File: config.mk
export PLATFORM = sky130hd
export DESIGN_NAME = booth_mult_seq
export DESIGN_NICKNAME = d
export VERILOG_FILES = /design/src/rtl/booth_mult_seq.sv
export SDC_FILE = /design/constraint.sdc
export NUM_CORES = 1
export LEC_CHECK = 0
export ABC_AREA = 1
export BUFFER_PORTS_ARGS = -buffer_cell sky130_fd_sc_hd__buf_2
export CORE_UTILIZATION = 60
export DETAILED_ROUTE_END_ITERATION = 7
export GPL_TIMING_DRIVEN = 0
export PLACE_DENSITY = 0.83
export SKIP_LAST_GASP = 1
export SLEW_MARGIN = 20
export SYNTH_ARGS = -nofsm -noshare
export SYNTH_HDL_FRONTEND = slang
export SYNTH_SLANG_ARGS = --single-unit
File: constraint.sdc
create_clock -name clk -period 5.7 [get_ports clk]
set_input_delay 1.14 -clock clk [delete_from_list [all_inputs] [get_ports clk]]
set_output_delay 1.14 -clock clk [all_outputs]
set_load 0.01 [all_outputs]
File: src/rtl/booth_mult_seq.sv
// Sequential radix-2 Booth multiplier with a start/busy/done handshake.
// Handles signed or unsigned operands and performs one Booth step per clock.
module booth_mult_seq #(
    parameter int WIDTH = 8
) (
    input  logic                 clk,
    input  logic                 reset,
    input  logic                 start,
    input  logic                 op_signed,
    input  logic [WIDTH-1:0]     multiplicand,
    input  logic [WIDTH-1:0]     multiplier,
    output logic                 busy,
    output logic                 done,
    output logic [2*WIDTH-1:0]   product
);

    localparam int E  = WIDTH + 1;
    localparam int CW = $clog2(WIDTH + 2);
    localparam logic [CW-1:0] ITER = CW'(WIDTH + 1);

    typedef enum logic {
        IDLE = 1'b0,
        RUN  = 1'b1
    } state_t;

    state_t               state_q;
    logic [E:0]           a_q;
    logic [E-1:0]         q_q;
    logic [E-1:0]         m_q;
    logic                 qm1_q;
    logic [CW-1:0]        cnt_q;
    logic                 busy_q;
    logic                 done_q;
    logic [2*WIDTH-1:0]   product_q;

    logic [E-1:0]         mc_ext_d;
    logic [E-1:0]         mp_ext_d;
    logic [E:0]           m_wide_d;
    logic [E:0]           sum_d;
    logic [E:0]           a_d;
    logic [E-1:0]         q_d;
    logic                 qm1_d;
    logic [2*WIDTH-1:0]   result_d;

    // One extra operand bit lets unsigned values ride through the signed Booth datapath.
    always_comb begin
        mc_ext_d = {op_signed & multiplicand[WIDTH-1], multiplicand};
        mp_ext_d = {op_signed & multiplier[WIDTH-1], multiplier};
    end

    // Single Booth step: conditional add/subtract, then arithmetic shift of {A,Q,Q_-1}.
    always_comb begin
        m_wide_d = {m_q[E-1], m_q};
        case ({q_q[0], qm1_q})
            2'b01:   sum_d = a_q + m_wide_d;
            2'b10:   sum_d = a_q - m_wide_d;
            default: sum_d = a_q;
        endcase
        a_d      = {sum_d[E], sum_d[E:1]};
        q_d      = {sum_d[0], q_q[E-1:1]};
        qm1_d    = q_q[0];
        result_d = {a_d[WIDTH-2:0], q_d};
    end

    // Control FSM and datapath registers; outputs are registered.
    always_ff @(posedge clk or posedge reset) begin
        if (reset) begin
            state_q   <= IDLE;
            a_q       <= '0;
            q_q       <= '0;
            m_q       <= '0;
            qm1_q     <= 1'b0;
            cnt_q     <= '0;
            busy_q    <= 1'b0;
            done_q    <= 1'b0;
            product_q <= '0;
        end else begin
            case (state_q)
                IDLE: begin
                    done_q <= 1'b0;
                    if (start) begin
                        m_q     <= mc_ext_d;
                        q_q     <= mp_ext_d;
                        a_q     <= '0;
                        qm1_q   <= 1'b0;
                        cnt_q   <= ITER;
                        busy_q  <= 1'b1;
                        state_q <= RUN;
                    end else begin
                        state_q <= IDLE;
                    end
                end
                RUN: begin
                    a_q   <= a_d;
                    q_q   <= q_d;
                    qm1_q <= qm1_d;
                    cnt_q <= cnt_q - CW'(1);
                    if (cnt_q == CW'(1)) begin
                        product_q <= result_d;
                        done_q    <= 1'b1;
                        busy_q    <= 1'b0;
                        state_q   <= IDLE;
                    end else begin
                        done_q    <= 1'b0;
                        state_q   <= RUN;
                    end
                end
                default: begin
                    state_q <= IDLE;
                    busy_q  <= 1'b0;
                    done_q  <= 1'b0;
                end
            endcase
        end
    end

    assign busy    = busy_q;
    assign done    = done_q;
    assign product = product_q;

endmodule

==> summary.md <==
| Metric | Value |
|---|---|
| Fillcell total | `353` |
| Syn Inst Count | `352` |
| Initial antenna violation count | `0` |
| Router iterations before antenna repair | `6` |
| Clock Skew | `6.87 ps` |
| Worst setup SP type | `flip-flop` |
| Reg clk slew, reported paths | `100 ps` |
| Worst Path Arrival | `2800 ps` |
| Num rows | `24` |
| Syn. warnings | `0` |
| Synth Cell Area | `2840 um2` |
| Register area share after synthesis | `between 40% and 50%` |
| Largest net degree at the start of global routing | `33` |
| Final setup TNS | `0 ps` |
| First-pass GRT wire length | `10.4 mm` |
| Drt wl/cell | `13.6 um` |
| Number of buffers added on ports | `37` |
| CTS sink cnt | `51` |
| Worst Path Max Fanout | `6` |
| Fin crit period | `2580 ps` |
| Remaining DRCs | `0` |
| Number of DRC markers in iteration 0 | `156` |
| Area grow syn2layout | `13.6%` |
| Clock latency on the worst-skew pair | `roughly 320 ps` |
| Drt via density | `5.32` |
| Clock Tree Root | `clkbuf_8` |
| Final hold violations | `0` |
| Worst-margin pin slew | `440 ps` |
| Worst endpoint required time | `between 5000 and 6000 ps` |
| Die X | `just over 70 um` |
| Tot GR Track Use | `a little over a quarter` |
| Worst path slowest cell | `dfrtp_1` |
| Ports | `38` |
| Hold path cells | `2` |
| Avg Inst Size Synth | `around 8 um2` |
| Die area | `5020 um2` |
| Final slew viol count | `0` |
| Most common cell after layout, fill and taps aside | `nand2_1` |
| Syn Nets | `386` |
| PostCTS Resize Cnt | `0` |
| CTS tree | `done` |
| CP Depth | `19` |
| Setup CP Type | `flip-flop to flip-flop` |
| Fraction of the cycle the final worst path needs | `45.3%` |
| Hold WS | `489 ps` |
| Max incr delay on CP | `400 ps` |
| DRT Wirelength | `6.14 mm` |
| Fmax | `0.388 GHz` |
| Distinct cells, synth | `33` |
| Crit-path cells | `inv_1, ha_1, inv_1, nor2_1, nand2_1, nor2_1, a21oi_1, xor2_1, inv_1, ha_1, nand2_1, nor2_1, nand2_1, nor2_1, nor2_1, inv_1, nand2_1, nand3_1, nand2_1` |
| Ant diodes | `0` |
| Post-DP Area | `roughly 3100 um2` |
| Height of the die | `70.8 um` |
| Worst R2R Path Depth | `19` |
| Std-Cell Core Area | `4440 um2` |
| Top delay family on crit path | `simple AND/OR/NAND/NOR gates` |
| RSZ-0062 raised after global routing | `false` |
| H-tree Lvls | `2` |
| Commonest non-fill, non-tap cells in the layout | `106 x nand2_1, 51 x dfrtp_1, 50 x inv_1` |
| Post-layout instance area | `3230 um2` |
| Placer Congestion | `0.883` |
| CP bufs+invs | `4` |
| Initial Util | `64.0%` |
| Fraction of layout cells with a size suffix above 1 | `16.3%` |
| Max-slew headroom | `70.4%` |
| Antenna viol nets, final | `0` |
| Number of global-route vias before repair | `2302` |
| Status | `complete, no violations` |
| Cts bufs inserted | `5` |
| Setup-failing EPs final | `0` |
| Post-DP HPWL | `roughly 4.5 mm` |
| Final-stage net count | `431` |
| Via count | `2392` |
| Setup crit end kind | `flip-flop` |
| Grt ovf | `0` |
| Hold Path Class | `flip-flop to flip-flop` |
| Max-cap violation count | `0` |
| Longest Clk Path Bufs | `2` |
| #FFs+latches synth | `51` |
| Post-CTS Setup Bufs | `0` |
| Post-CTS Hold Buffers | `0` |
[layer usage]
| metal | wire [um] | global-route usage [%] |
|---|---|---|
| met5 | 0 | 0 |
| met4 | 67 | 7.78 |
| met3 | 278 | 5.27 |
| met2 | 2920 | 45.1 |
| met1 | 2870 | 35.4 |
[stage by stage]
step | setup WS, ps | util [%] | std cells
3_3_place_gp | 2730 | 69.6 | 441
5_1_grt | 2800 | 72.6 | 450
2_1_floorplan | 3330 | - | 352
6_report | 3120 | 72.6 | 450
4_1_cts | 3120 | 72.6 | 450
3_5_place_dp | 3190 | 70.0 | 442
[path summary, 6_finish.rpt]
| check | from | to | slack, ps |
|---|---|---|---|
| setup / recovery | m_q[0]$_DFFE_PP0P_ | a_q[8]$_DFFE_PP0P_ | 3120 |
| hold / removal | product[3]$_DFFE_PP0P_ | product[3]$_DFFE_PP0P_ | 490 |
| setup reg to reg | m_q[0]$_DFFE_PP0P_ | a_q[8]$_DFFE_PP0P_ | 3120 |
| hold reg to reg | product[3]$_DFFE_PP0P_ | product[3]$_DFFE_PP0P_ | 490 |
| max in group asynchronous | reset | m_q[7]$_DFFE_PP0P_ | 4370 |
| min in group asynchronous | reset | state_q$_DFF_PP0_ | 810 |
[tightest hold or removal path, cell delays in order, from the launching register on]
cell and delay [ps]:
dfrtp_1 350, nand2_1 50, o21ai_0 60
[registers in the layout (all words and copies together) (netlist names)]
signal and cells:
product 16, a_q 9, m_q 9, q_q 9, cnt_q 4, busy 1
done 1, qm1_q 1, state_q 1
[layout make-up]
type / count / area, um2 / area share, %
buffer: 8 / 70.1 / 2.17
timing repair buffer: 38 / 205 / 6.36
sequential: 51 / 1280 / 39.5
clock buffer: 5 / 68.8 / 2.13
multi-input combinational: 238 / 1290 / 40.0
clock inverter: 3 / 46.3 / 1.43
inverter: 55 / 206 / 6.40
tap: 52 / 65.1 / 2.02
[cells by family after synthesis]
| kind of cell | count (synthesis) | share of synthesized area (%) |
|---|---|---|
| AND/OR/NAND/NOR | 152 | 23.3 |
| adder cells (fa/ha/maj) | 14 | 6.43 |
| XOR/XNOR | 7 | 2.16 |
| buffers and inverters | 63 | 9.73 |
| flip-flops | 51 | 44.9 |
| AO/OA/AOI/OAI | 65 | 13.5 |
[synth_stat cells]
cell type	n	area share (%)
xor2_1	7	2.2
a21oi_1	9	1.6
nand2_2	1	0.22
a21oi_4	1	0.57
a22oi_1	6	1.6
ha_1	13	5.7
o221ai_1	3	0.92
a31oi_1	3	0.66
o22ai_1	4	0.88
nand2_1	106	14
nor2_4	1	0.40
nor3_1	1	0.18
fa_1	1	0.70
or2_0	1	0.22
nand4_1	2	0.44
buf_6	3	1.2
clkbuf_8	1	0.48
nand3b_1	4	1.1
or2_2	1	0.22
nor2_1	16	2.1
o21a_1	1	0.26
nor2_8	1	0.70
nand3_1	17	3.0
buf_4	1	0.26
clkinv_1	1	0.13
dfrtp_1	51	45
buf_2	3	0.53
o21ai_0	36	6.3
o22ai_2	1	0.44
inv_1	51	6.7
o21bai_1	1	0.26
inv_2	3	0.40
nand4_4	1	0.75
Power is left out: the tool's default activity adds up to more than one toggle a clock period on the data nets, which glitch-free logic cannot reach.
